File: src/rtl/axi_slave_write_arbiter_if.sv
// Bundle of every master-side and slave-side write channel seen by one
// slave-port write arbiter. The "slave" modport is the arbiter's own view
// (it accepts the masters' requests and drives the slave port); the
// "master" modport is the opposite view used by whatever surrounds it.
interface axi_slave_write_arbiter_if #(
  parameter int MASTER_NUM = 4,
  parameter int W_ID_LEN   = 4,
  parameter int ADDR_WIDTH = 32,
  parameter int DATA_WIDTH = 64
);
  localparam int EXTRA      = $clog2(MASTER_NUM);
  localparam int SID_LEN    = EXTRA + W_ID_LEN;
  localparam int STRB_WIDTH = DATA_WIDTH / 8;

  // Master side, packed per master (master i in slice i)
  logic [MASTER_NUM*W_ID_LEN-1:0]   M_AWID;
  logic [MASTER_NUM*ADDR_WIDTH-1:0] M_AWADDR;
  logic [MASTER_NUM*8-1:0]          M_AWLEN;
  logic [MASTER_NUM*3-1:0]          M_AWSIZE;
  logic [MASTER_NUM*2-1:0]          M_AWBURST;
  logic [MASTER_NUM-1:0]            M_AWVALID;
  logic [MASTER_NUM-1:0]            M_AWREADY;
  logic [MASTER_NUM*DATA_WIDTH-1:0] M_WDATA;
  logic [MASTER_NUM*STRB_WIDTH-1:0] M_WSTRB;
  logic [MASTER_NUM-1:0]            M_WLAST;
  logic [MASTER_NUM-1:0]            M_WVALID;
  logic [MASTER_NUM-1:0]            M_WREADY;
  logic [MASTER_NUM*W_ID_LEN-1:0]   M_BID;
  logic [MASTER_NUM*2-1:0]          M_BRESP;
  logic [MASTER_NUM-1:0]            M_BVALID;
  logic [MASTER_NUM-1:0]            M_BREADY;

  // Slave side (ID widened by the master index)
  logic [SID_LEN-1:0]    S_AWID;
  logic [ADDR_WIDTH-1:0] S_AWADDR;
  logic [7:0]            S_AWLEN;
  logic [2:0]            S_AWSIZE;
  logic [1:0]            S_AWBURST;
  logic                  S_AWVALID;
  logic                  S_AWREADY;
  logic [DATA_WIDTH-1:0] S_WDATA;
  logic [STRB_WIDTH-1:0] S_WSTRB;
  logic                  S_WLAST;
  logic                  S_WVALID;
  logic                  S_WREADY;
  logic [SID_LEN-1:0]    S_BID;
  logic [1:0]            S_BRESP;
  logic                  S_BVALID;
  logic                  S_BREADY;

  modport slave (
    input  M_AWID, M_AWADDR, M_AWLEN, M_AWSIZE, M_AWBURST, M_AWVALID,
    output M_AWREADY,
    input  M_WDATA, M_WSTRB, M_WLAST, M_WVALID,
    output M_WREADY,
    output M_BID, M_BRESP, M_BVALID,
    input  M_BREADY,
    output S_AWID, S_AWADDR, S_AWLEN, S_AWSIZE, S_AWBURST, S_AWVALID,
    input  S_AWREADY,
    output S_WDATA, S_WSTRB, S_WLAST, S_WVALID,
    input  S_WREADY,
    input  S_BID, S_BRESP, S_BVALID,
    output S_BREADY
  );

  modport master (
    output M_AWID, M_AWADDR, M_AWLEN, M_AWSIZE, M_AWBURST, M_AWVALID,
    input  M_AWREADY,
    output M_WDATA, M_WSTRB, M_WLAST, M_WVALID,
    input  M_WREADY,
    input  M_BID, M_BRESP, M_BVALID,
    output M_BREADY,
    input  S_AWID, S_AWADDR, S_AWLEN, S_AWSIZE, S_AWBURST, S_AWVALID,
    output S_AWREADY,
    input  S_WDATA, S_WSTRB, S_WLAST, S_WVALID,
    output S_WREADY,
    output S_BID, S_BRESP, S_BVALID,
    input  S_BREADY
  );
endinterface

File: src/rtl/axi_slave_write_arbiter.sv
// Write-path scheduler for one slave port of an AXI4 crossbar.
// Round-robin AW arbitration, W routing locked to the winner until WLAST,
// master index prepended to AWID, B responses routed back by that index.
// Only one write burst is in flight at a time.
module axi_slave_write_arbiter #(
  parameter int MASTER_NUM = 4,
  parameter int W_ID_LEN   = 4,
  parameter int ADDR_WIDTH = 32,
  parameter int DATA_WIDTH = 64
) (
  input logic                         ACLK,
  input logic                         ARESET,
  axi_slave_write_arbiter_if.slave    bus
);
  localparam int EXTRA      = $clog2(MASTER_NUM);
  localparam int SID_LEN    = EXTRA + W_ID_LEN;
  localparam int STRB_WIDTH = DATA_WIDTH / 8;

  typedef enum logic [1:0] {
    ST_IDLE = 2'd0,
    ST_AW   = 2'd1,
    ST_W    = 2'd2
  } state_t;

  state_t           state_q, state_d;
  logic [EXTRA-1:0] grant_q, grant_d;
  logic [EXTRA-1:0] rr_ptr_q, rr_ptr_d;

  logic [EXTRA-1:0]      arb_pick;
  logic                  arb_found;
  logic [EXTRA:0]        scan_sum;
  logic [MASTER_NUM-1:0] grant_oh;
  logic [EXTRA-1:0]      next_ptr;
  logic                  w_done;

  logic [W_ID_LEN-1:0]   mux_awid;
  logic [ADDR_WIDTH-1:0] mux_awaddr;
  logic [7:0]            mux_awlen;
  logic [2:0]            mux_awsize;
  logic [1:0]            mux_awburst;
  logic                  mux_awvalid;
  logic [DATA_WIDTH-1:0] mux_wdata;
  logic [STRB_WIDTH-1:0] mux_wstrb;
  logic                  mux_wlast;
  logic                  mux_wvalid;

  logic [EXTRA-1:0]      b_idx;
  logic [MASTER_NUM-1:0] b_sel_oh;

  // Round-robin scan: first requesting master at or after rr_ptr, wrapping
  always_comb begin
    arb_pick  = '0;
    arb_found = 1'b0;
    scan_sum  = '0;
    for (int k = 0; k < MASTER_NUM; k++) begin
      scan_sum  = {1'b0, rr_ptr_q} + (EXTRA+1)'(k);
      scan_sum  = (scan_sum >= (EXTRA+1)'(MASTER_NUM)) ? scan_sum - (EXTRA+1)'(MASTER_NUM) : scan_sum;
      arb_pick  = (!arb_found && bus.M_AWVALID[scan_sum[EXTRA-1:0]]) ? scan_sum[EXTRA-1:0] : arb_pick;
      arb_found = arb_found | bus.M_AWVALID[scan_sum[EXTRA-1:0]];
    end
  end

  // One-hot decode of the registered grant; drives every datapath mux
  always_comb begin
    grant_oh = '0;
    for (int i = 0; i < MASTER_NUM; i++) begin
      grant_oh[i] = (int'(grant_q) == i);
    end
  end

  // AND-OR select of the granted master's AW and W fields (no X leakage from others)
  always_comb begin
    mux_awid    = '0;
    mux_awaddr  = '0;
    mux_awlen   = '0;
    mux_awsize  = '0;
    mux_awburst = '0;
    mux_awvalid = 1'b0;
    mux_wdata   = '0;
    mux_wstrb   = '0;
    mux_wlast   = 1'b0;
    mux_wvalid  = 1'b0;
    for (int i = 0; i < MASTER_NUM; i++) begin
      mux_awid    = mux_awid    | ({W_ID_LEN{grant_oh[i]}}   & bus.M_AWID[i*W_ID_LEN +: W_ID_LEN]);
      mux_awaddr  = mux_awaddr  | ({ADDR_WIDTH{grant_oh[i]}} & bus.M_AWADDR[i*ADDR_WIDTH +: ADDR_WIDTH]);
      mux_awlen   = mux_awlen   | ({8{grant_oh[i]}}          & bus.M_AWLEN[i*8 +: 8]);
      mux_awsize  = mux_awsize  | ({3{grant_oh[i]}}          & bus.M_AWSIZE[i*3 +: 3]);
      mux_awburst = mux_awburst | ({2{grant_oh[i]}}          & bus.M_AWBURST[i*2 +: 2]);
      mux_awvalid = mux_awvalid | (grant_oh[i] & bus.M_AWVALID[i]);
      mux_wdata   = mux_wdata   | ({DATA_WIDTH{grant_oh[i]}} & bus.M_WDATA[i*DATA_WIDTH +: DATA_WIDTH]);
      mux_wstrb   = mux_wstrb   | ({STRB_WIDTH{grant_oh[i]}} & bus.M_WSTRB[i*STRB_WIDTH +: STRB_WIDTH]);
      mux_wlast   = mux_wlast   | (grant_oh[i] & bus.M_WLAST[i]);
      mux_wvalid  = mux_wvalid  | (grant_oh[i] & bus.M_WVALID[i]);
    end
  end

  // Next-state logic: IDLE arbitrates, AW waits for the address handshake, W runs to WLAST
  always_comb begin
    state_d  = state_q;
    grant_d  = grant_q;
    rr_ptr_d = rr_ptr_q;
    next_ptr = (int'(grant_q) == MASTER_NUM - 1) ? '0 : grant_q + EXTRA'(1);
    w_done   = 1'b0;
    case (state_q)
      ST_IDLE: begin
        state_d = arb_found ? ST_AW : ST_IDLE;
        grant_d = arb_found ? arb_pick : grant_q;
      end
      ST_AW: begin
        state_d = (mux_awvalid & bus.S_AWREADY) ? ST_W : ST_AW;
      end
      ST_W: begin
        w_done   = mux_wvalid & bus.S_WREADY & mux_wlast;
        state_d  = w_done ? ST_IDLE : ST_W;
        rr_ptr_d = w_done ? next_ptr : rr_ptr_q;
      end
      default: begin
        state_d = ST_IDLE;
      end
    endcase
  end

  // Scheduler state; reset abandons any burst in progress
  always_ff @(posedge ACLK or posedge ARESET) begin
    if (ARESET) begin
      state_q  <= ST_IDLE;
      grant_q  <= '0;
      rr_ptr_q <= '0;
    end else begin
      state_q  <= state_d;
      grant_q  <= grant_d;
      rr_ptr_q <= rr_ptr_d;
    end
  end

  // Slave-side channels and master readies, opened only in the matching phase
  always_comb begin
    bus.S_AWID    = '0;
    bus.S_AWADDR  = '0;
    bus.S_AWLEN   = '0;
    bus.S_AWSIZE  = '0;
    bus.S_AWBURST = '0;
    bus.S_AWVALID = 1'b0;
    bus.M_AWREADY = '0;
    bus.S_WDATA   = '0;
    bus.S_WSTRB   = '0;
    bus.S_WLAST   = 1'b0;
    bus.S_WVALID  = 1'b0;
    bus.M_WREADY  = '0;
    case (state_q)
      ST_AW: begin
        bus.S_AWID    = {grant_q, mux_awid};
        bus.S_AWADDR  = mux_awaddr;
        bus.S_AWLEN   = mux_awlen;
        bus.S_AWSIZE  = mux_awsize;
        bus.S_AWBURST = mux_awburst;
        bus.S_AWVALID = mux_awvalid;
        bus.M_AWREADY = grant_oh & {MASTER_NUM{bus.S_AWREADY}};
      end
      ST_W: begin
        bus.S_WDATA  = mux_wdata;
        bus.S_WSTRB  = mux_wstrb;
        bus.S_WLAST  = mux_wlast;
        bus.S_WVALID = mux_wvalid;
        bus.M_WREADY = grant_oh & {MASTER_NUM{bus.S_WREADY}};
      end
      default: begin
        bus.S_AWVALID = 1'b0;
      end
    endcase
  end

  // B return path: decode the master index from the top ID bits, independent of the FSM
  always_comb begin
    b_idx    = bus.S_BID[SID_LEN-1 -: EXTRA];
    b_sel_oh = '0;
    for (int i = 0; i < MASTER_NUM; i++) begin
      b_sel_oh[i] = (int'(b_idx) == i);
    end
    bus.M_BVALID = b_sel_oh & {MASTER_NUM{bus.S_BVALID}};
    bus.M_BID    = {MASTER_NUM{bus.S_BID[W_ID_LEN-1:0]}};
    bus.M_BRESP  = {MASTER_NUM{bus.S_BRESP}};
    // An index with no master behind it is drained rather than stalling the slave
    bus.S_BREADY = (|b_sel_oh) ? |(bus.M_BREADY & b_sel_oh) : 1'b1;
  end
endmodule

File: src/flat_wrapper.sv
// flat-port wrapper written by rule: the top's interface ports become plain ports
module axi_slave_write_arbiter_flat 
#(
  parameter int MASTER_NUM = 4,
  parameter int W_ID_LEN   = 4,
  parameter int ADDR_WIDTH = 32,
  parameter int DATA_WIDTH = 64
)
  (ACLK, ARESET, bus_M_AWID, bus_M_AWADDR, bus_M_AWLEN, bus_M_AWSIZE, bus_M_AWBURST, bus_M_AWVALID, bus_M_AWREADY, bus_M_WDATA, bus_M_WSTRB, bus_M_WLAST, bus_M_WVALID, bus_M_WREADY, bus_M_BID, bus_M_BRESP, bus_M_BVALID, bus_M_BREADY, bus_S_AWID, bus_S_AWADDR, bus_S_AWLEN, bus_S_AWSIZE, bus_S_AWBURST, bus_S_AWVALID, bus_S_AWREADY, bus_S_WDATA, bus_S_WSTRB, bus_S_WLAST, bus_S_WVALID, bus_S_WREADY, bus_S_BID, bus_S_BRESP, bus_S_BVALID, bus_S_BREADY);
  axi_slave_write_arbiter_if #(.MASTER_NUM(MASTER_NUM), .W_ID_LEN(W_ID_LEN), .ADDR_WIDTH(ADDR_WIDTH), .DATA_WIDTH(DATA_WIDTH)) bus_i ();
  input logic ACLK;
  input logic ARESET;
  input wire logic [$bits(bus_i.M_AWID)-1:0] bus_M_AWID;
  input wire logic [$bits(bus_i.M_AWADDR)-1:0] bus_M_AWADDR;
  input wire logic [$bits(bus_i.M_AWLEN)-1:0] bus_M_AWLEN;
  input wire logic [$bits(bus_i.M_AWSIZE)-1:0] bus_M_AWSIZE;
  input wire logic [$bits(bus_i.M_AWBURST)-1:0] bus_M_AWBURST;
  input wire logic [$bits(bus_i.M_AWVALID)-1:0] bus_M_AWVALID;
  output wire logic [$bits(bus_i.M_AWREADY)-1:0] bus_M_AWREADY;
  input wire logic [$bits(bus_i.M_WDATA)-1:0] bus_M_WDATA;
  input wire logic [$bits(bus_i.M_WSTRB)-1:0] bus_M_WSTRB;
  input wire logic [$bits(bus_i.M_WLAST)-1:0] bus_M_WLAST;
  input wire logic [$bits(bus_i.M_WVALID)-1:0] bus_M_WVALID;
  output wire logic [$bits(bus_i.M_WREADY)-1:0] bus_M_WREADY;
  output wire logic [$bits(bus_i.M_BID)-1:0] bus_M_BID;
  output wire logic [$bits(bus_i.M_BRESP)-1:0] bus_M_BRESP;
  output wire logic [$bits(bus_i.M_BVALID)-1:0] bus_M_BVALID;
  input wire logic [$bits(bus_i.M_BREADY)-1:0] bus_M_BREADY;
  output wire logic [$bits(bus_i.S_AWID)-1:0] bus_S_AWID;
  output wire logic [$bits(bus_i.S_AWADDR)-1:0] bus_S_AWADDR;
  output wire logic [$bits(bus_i.S_AWLEN)-1:0] bus_S_AWLEN;
  output wire logic [$bits(bus_i.S_AWSIZE)-1:0] bus_S_AWSIZE;
  output wire logic [$bits(bus_i.S_AWBURST)-1:0] bus_S_AWBURST;
  output wire logic [$bits(bus_i.S_AWVALID)-1:0] bus_S_AWVALID;
  input wire logic [$bits(bus_i.S_AWREADY)-1:0] bus_S_AWREADY;
  output wire logic [$bits(bus_i.S_WDATA)-1:0] bus_S_WDATA;
  output wire logic [$bits(bus_i.S_WSTRB)-1:0] bus_S_WSTRB;
  output wire logic [$bits(bus_i.S_WLAST)-1:0] bus_S_WLAST;
  output wire logic [$bits(bus_i.S_WVALID)-1:0] bus_S_WVALID;
  input wire logic [$bits(bus_i.S_WREADY)-1:0] bus_S_WREADY;
  input wire logic [$bits(bus_i.S_BID)-1:0] bus_S_BID;
  input wire logic [$bits(bus_i.S_BRESP)-1:0] bus_S_BRESP;
  input wire logic [$bits(bus_i.S_BVALID)-1:0] bus_S_BVALID;
  output wire logic [$bits(bus_i.S_BREADY)-1:0] bus_S_BREADY;
  assign bus_i.M_AWID = bus_M_AWID;
  assign bus_i.M_AWADDR = bus_M_AWADDR;
  assign bus_i.M_AWLEN = bus_M_AWLEN;
  assign bus_i.M_AWSIZE = bus_M_AWSIZE;
  assign bus_i.M_AWBURST = bus_M_AWBURST;
  assign bus_i.M_AWVALID = bus_M_AWVALID;
  assign bus_M_AWREADY = bus_i.M_AWREADY;
  assign bus_i.M_WDATA = bus_M_WDATA;
  assign bus_i.M_WSTRB = bus_M_WSTRB;
  assign bus_i.M_WLAST = bus_M_WLAST;
  assign bus_i.M_WVALID = bus_M_WVALID;
  assign bus_M_WREADY = bus_i.M_WREADY;
  assign bus_M_BID = bus_i.M_BID;
  assign bus_M_BRESP = bus_i.M_BRESP;
  assign bus_M_BVALID = bus_i.M_BVALID;
  assign bus_i.M_BREADY = bus_M_BREADY;
  assign bus_S_AWID = bus_i.S_AWID;
  assign bus_S_AWADDR = bus_i.S_AWADDR;
  assign bus_S_AWLEN = bus_i.S_AWLEN;
  assign bus_S_AWSIZE = bus_i.S_AWSIZE;
  assign bus_S_AWBURST = bus_i.S_AWBURST;
  assign bus_S_AWVALID = bus_i.S_AWVALID;
  assign bus_i.S_AWREADY = bus_S_AWREADY;
  assign bus_S_WDATA = bus_i.S_WDATA;
  assign bus_S_WSTRB = bus_i.S_WSTRB;
  assign bus_S_WLAST = bus_i.S_WLAST;
  assign bus_S_WVALID = bus_i.S_WVALID;
  assign bus_i.S_WREADY = bus_S_WREADY;
  assign bus_i.S_BID = bus_S_BID;
  assign bus_i.S_BRESP = bus_S_BRESP;
  assign bus_i.S_BVALID = bus_S_BVALID;
  assign bus_S_BREADY = bus_i.S_BREADY;
  axi_slave_write_arbiter #(.MASTER_NUM(MASTER_NUM), .W_ID_LEN(W_ID_LEN), .ADDR_WIDTH(ADDR_WIDTH), .DATA_WIDTH(DATA_WIDTH)) u_core (.ACLK(ACLK), .ARESET(ARESET), .bus(bus_i));
endmodule
File: config.mk
export PLATFORM = sky130hd
export DESIGN_NAME = axi_slave_write_arbiter_flat
export DESIGN_NICKNAME = d
export VERILOG_FILES = /design/src/rtl/axi_slave_write_arbiter_if.sv /design/src/rtl/axi_slave_write_arbiter.sv /design/src/flat_wrapper.sv
export SDC_FILE = /design/constraint.sdc
export NUM_CORES = 1
export LEC_CHECK = 0
export BUFFER_PORTS_ARGS = -buffer_cell sky130_fd_sc_hd__buf_2
export CORE_AREA = 3 3 260 262
export DETAILED_ROUTE_END_ITERATION = 10
export DIE_AREA = 0 0 263 265
export GPL_TIMING_DRIVEN = 0
export PLACE_DENSITY = 0.35
export SYNTH_ARGS = -nofsm -noshare
export SYNTH_HDL_FRONTEND = slang
export SYNTH_SLANG_ARGS = --single-unit
File: constraint.sdc
create_clock -name ACLK -period 1.5 [get_ports ACLK]
set_input_delay 0.075 -clock ACLK [delete_from_list [all_inputs] [get_ports ACLK]]
set_output_delay 0.075 -clock ACLK [all_outputs]
set_load 0.1 [all_outputs]
Word-level counts from Yosys, hierarchy flattened
Cells that the tools add are included.
{"block": "totals", "output_inout_bits": 163, "in_bits": 513, "wordCells": 154, "register_bits": 6}
{"block": "classes", "n_mux": 34, "order_cmp": 8, "eq_ne": 8, "reduce_logical": 13, "addsub": 8, "bitwise_logic": 80}
{"operator": "$and 64x64->64", "n": 4}
{"operator": "$or 64x64->64", "n": 3}
{"operator": "$and 32x32->32", "n": 4}
{"operator": "$or 32x32->32", "n": 3}
{"operator": "$and 8x8->8", "n": 8}
{"operator": "$mux 64", "n": 1}
{"operator": "$or 8x8->8", "n": 6}
{"operator": "$and 4x4->4", "n": 8}
{"operator": "$mux 32", "n": 1}
{"operator": "$mux 2", "n": 12}
{"operator": "$mux 8", "n": 2}
{"operator": "$and 1x1->1", "n": 15}
{"operator": "$and 3x3->3", "n": 4}
{"operator": "$lt 2x3->1 const B", "n": 4}
{"operator": "$or 1x1->1", "n": 12}
{"operator": "$or 4x4->4", "n": 3}
{"operator": "$eq 2x2->1 const B", "n": 5}
{"operator": "$ge 3x3->1 const B", "n": 3}
{"operator": "$mux 1", "n": 9}
{"operator": "$or 3x3->3", "n": 3}
{"operator": "$and 2x2->2", "n": 4}
{"operator": "$bmux 1 s2", "n": 4}
{"operator": "$mux 4", "n": 2}
{"operator": "$reduce_or 4->1", "n": 2}
{"operator": "14 further kinds", "n": 29}

Logic depth before layout (Yosys ltp)
{"block": "depth", "ltp_word": 10, "ltp_mapped": 7, "mapped_depth_nobuf": 6}

Least setup slack after synthesis
OpenSTA, ideal clock, no wires.
{"block": "synth_timing", "path_kind": "reg-to-output", "from": "reg u_core.grant_q[1]", "to": "out bus_S_AWADDR[0]", "t_arrival_ps": 2718, "path_buffers": 3, "required_ps": 1425, "setup_slack_ps": -1293, "path_stages_with_launch": 8, "path_cell_list": "dfrtp_1 inv_1 ha_1 buf_2 buf_2 buf_2 a22oi_1 a21oi_1"}
{"block": "synth_via", "elab_chain_len": 6, "word_cells_on_any_way": 12, "cone_classes": "3 x eq/ne; 1 x mux; 7 x bitwise; 1 x reduce/logical"}
{"item": "start, declared", "line": "axi_slave_write_arbiter.sv:26", "rtl": "logic [EXTRA-1:0] grant_q, grant_d;"}
{"item": "start signal, assigned", "line": "axi_slave_write_arbiter.sv:131", "rtl": "grant_q <= grant_d;"}
{"item": "$eq 2x2->1 or $logic_not 2->1 (tied branches)", "line": "axi_slave_write_arbiter.sv:67", "rtl": "grant_oh[i] = (int'(grant_q) == i);"}
{"item": "$and 32x32->32", "line": "axi_slave_write_arbiter.sv:85", "rtl": "mux_awaddr = mux_awaddr | ({ADDR_WIDTH{grant_oh[i]}} & bus.M_AWADDR[i*ADDR_WIDTH +: ADDR_WIDTH]);"}
{"item": "$or 32x32->32 (2 in a row)", "line": "axi_slave_write_arbiter.sv:85"}
{"item": "$or 32x32->32 (*)", "line": "axi_slave_write_arbiter.sv:85"}
{"item": "$mux 32 (*)", "line": "axi_slave_write_arbiter.sv:150", "rtl": "case (state_q)"}
{"item": "end, declared", "line": "flat_wrapper.sv:30", "rtl": "output wire logic [$bits(bus_i.S_AWADDR)-1:0] bus_S_AWADDR;"}
Mark *: on every way between the ends. The rest lies on a longest branch, timed or not.

Worst setup path in the final report
{"block": "layout_timing", "from": "reg u_core.grant_q[0]", "to": "out bus_S_WDATA[60]"}
{"block": "layout_via", "elab_chain_len": 6, "word_cells_on_any_way": 12, "cone_classes": "3 x eq/ne; 1 x mux; 7 x bitwise; 1 x reduce/logical"}
{"item": "$eq 2x2->1 or $logic_not 2->1 (tied branches)", "line": "axi_slave_write_arbiter.sv:67"}
{"item": "$and 64x64->64", "line": "axi_slave_write_arbiter.sv:90", "rtl": "mux_wdata = mux_wdata | ({DATA_WIDTH{grant_oh[i]}} & bus.M_WDATA[i*DATA_WIDTH +: DATA_WIDTH]);"}
{"item": "$or 64x64->64 (2 in a row)", "line": "axi_slave_write_arbiter.sv:90"}
{"item": "$or 64x64->64 (*)", "line": "axi_slave_write_arbiter.sv:90"}
{"item": "$mux 64 (*)", "line": "axi_slave_write_arbiter.sv:150"}
{"item": "end, declared", "line": "flat_wrapper.sv:36", "rtl": "output wire logic [$bits(bus_i.S_WDATA)-1:0] bus_S_WDATA;"}
Marks and branches as above.

==> run metrics <==
commonest non-fill, non-tap cell in the layout=buf_2; Avg WL per Cell=21.8 um; DR vias=7875; violated checks=setup timing; Static Leak=5.07 nW; first-pass GRT wire length=59400 um; post-synthesis sequential area ratio=4.21%; maximum vdd ir drop=964 uV; fin nets=1749; power per cell area=2230 nW/um^2; Worst-path clk slew=about 0.030 ns; worst min path class=in2reg; CORE AREA=between 60000 and 70000 sq um; type of element launching the critical path=flip-flop; largest net degree at the start of global routing=11; CP required=1.42 ns; Final Slew Violations=0; Routed WL=45700 um; Synthesis Warnings=0; final setup vio count=138; CTS root buffer=clkbuf_16; Sink Count=6; Cell Rows=94; Clock Skew=roughly 0.0013 ns; Critical Path AT=2.01 ns; area delta synth->final=274%; post-synthesis cell type count=32; DRT iter0 DRCs=318; Initial Util=5.44%; Max Fclk=0.480 GHz; syn_area_per_cell=6.75 sq um; H-tree depth=1; crit share post-route=139%; maximum clock path buffer count=2; CP Capture Type=primary output; largest fanout on the critical path=10; die width=about 260 um; RSZ-0062 raised after global routing=true; flop and latch count out of synthesis=6; Vias per Instance=3.76; Tmin final=2.09 ns; worst-margin pin slew=between 0.6 and 0.7 ns; HPWL Detailed=between 30000 and 40000 um; Hold Vio Cnt, Final=0; Buffers on Ports=669; number of global-route vias before repair=8380; Mapped Cells=529; CTS tree=done; first-pass iteration count of the detailed router=6; layout cells sized above 1=90.4%; Ports=676; die height=265 um; most frequent cells in the layout=buf_2, a22oi_2, buf_12; kind of critical path=reg2out; syn_nets=1046; full die area=69700 sq um; post-layout util=between 20% and 30%; total gr overflow=0; Max Cap Viol=0; status=finished, violations left; post-route ant nets=0; Final Worst Setup Slack=-0.585 ns; cts bufs inserted=3; All-Layer GR Usage=between 10 and 15%; Clk Latency, worst-skew pair=0.23 ns; DR DRC count=0; TNS Setup=-62.27 ns; initial antenna violation count=2; Mapped Area=3570 sq um; Rel. slew slack=a little over half; RePlAce Congestion=0.894
## metal layers
layer  track usage, %  wire [um]  part of all wire (%)
met1             13.0      17400                    38
met4             3.90       1650                   3.6
met2             21.1      23700                    52
met5                0         12                 0.026
met3             2.41       2890                   6.3
## final timing paths
kind                                          startpoint                        endpoint  slack (ns)  cells past startpoint
max                        u_core.grant_q[0]$_DFFE_PP0P_                 bus_S_WDATA[60]       -0.59                      8
min                                        bus_S_AWREADY     u_core.state_q[0]$_DFF_PP0_        0.26                      3
max reg2reg                u_core.grant_q[0]$_DFFE_PP0P_  u_core.rr_ptr_q[0]$_DFFE_PP0P_       -0.51                      9
min reg2reg                u_core.grant_q[0]$_DFFE_PP0P_   u_core.grant_q[0]$_DFFE_PP0P_        0.59                      2
max in group asynchronous                         ARESET   u_core.grant_q[0]$_DFFE_PP0P_        0.95                      3
min in group asynchronous                         ARESET     u_core.state_q[0]$_DFF_PP0_        0.33                      3
## flip-flops by register name, indices dropped and copies added (netlist names)
signal and cells:
u_core.grant_q 2, u_core.rr_ptr_q 2, u_core.state_q 2
## cells by family after synthesis
kind of cell,Yosys count,share of synthesized area (%)
AND/OR/NAND/NOR,34,5.40
adder cells (fa/ha/maj),4,1.40
flip-flops,6,4.21
buffers and inverters,97,14.2
AO/OA/AOI/OAI,384,73.1
multiplexers,4,1.75
## cells in the mapped netlist, drive strengths merged
library cell	n	area share [%]
a211o	1	0.25
a21o	1	0.21
a21oi	126	18
a221oi	1	0.42
a22o	2	0.56
a22oi	247	53
and3	10	1.9
and3b	1	0.25
buf	63	11
clkbuf	31	3.3
dfrtp	6	4.2
ha	4	1.4
inv	3	0.32
mux2	2	0.84
mux2i	1	0.28
mux4	1	0.63
nand2	3	0.32
nand2b	4	0.70
nand3b	1	0.21
nor2	9	0.95
nor2b	5	0.88
nor3b	1	0.21
o21a	1	0.21
o21ai	2	0.28
o2bb2ai	1	0.25
o311ai	1	0.25
o41ai	1	0.46
## per-stage QoR
step                      instance area [sq um]  setup WS, ns  cells  power (mW)  hold WS [ns]
final                                     13300        -0.585   2095        29.7         0.258
after floorplan                            5080         -1.23    529        16.6        -0.134
after global routing                      13300        -0.650   2094        30.7         0.283
after CTS                                 11800        -0.622   2072        26.4         0.264
after global placement                     9510         -1.55   2062        21.3       0.00557
after detailed placement                   9510         -1.56   2062        21.4       0.00426
## worst max-delay path, stage by stage, from the launching register on
cell	delay, ns
dfrtp_2	0.44
inv_4	0.10
ha_4	0.16
buf_12	0.15
buf_12	0.14
buf_8	0.16
a22oi_1	0.14
a21oi_4	0.24
buf_12	0.21
## cell type report
type | count | area, sq um
fillers | 7305 | 52300
repair buffers | 699 | 5710
multi-input cells | 426 | 5080
plain buffers | 93 | 1230
well taps | 864 | 1080
flip-flops and latches | 6 | 154
clock buffers | 3 | 75.1
inverters | 3 | 16.3
diodes | 1 | 2.50
## timing repair
item | 4_1_cts | 5_1_grt
buffers inserted | 5 | 15
endpoints found under the hold margin | 6 | 0
gates resized for setup | 591 | 293
pin swaps | 18 | 29
setup endpoints to repair | 138 | 138
cloned | 2 | 7
hold buffers | 1 | 0
## power breakdown
part / internal, mW / switching [mW] / total (mW) / leakage (nW)
registers: 0.243 / 0.132 / 0.374 / 0.0729
logic: 10.8 / 18.1 / 28.9 / 4.96
clock network: 0.342 / 0.0849 / 0.427 / 0.0370
(Power assumes the default switching activity.)
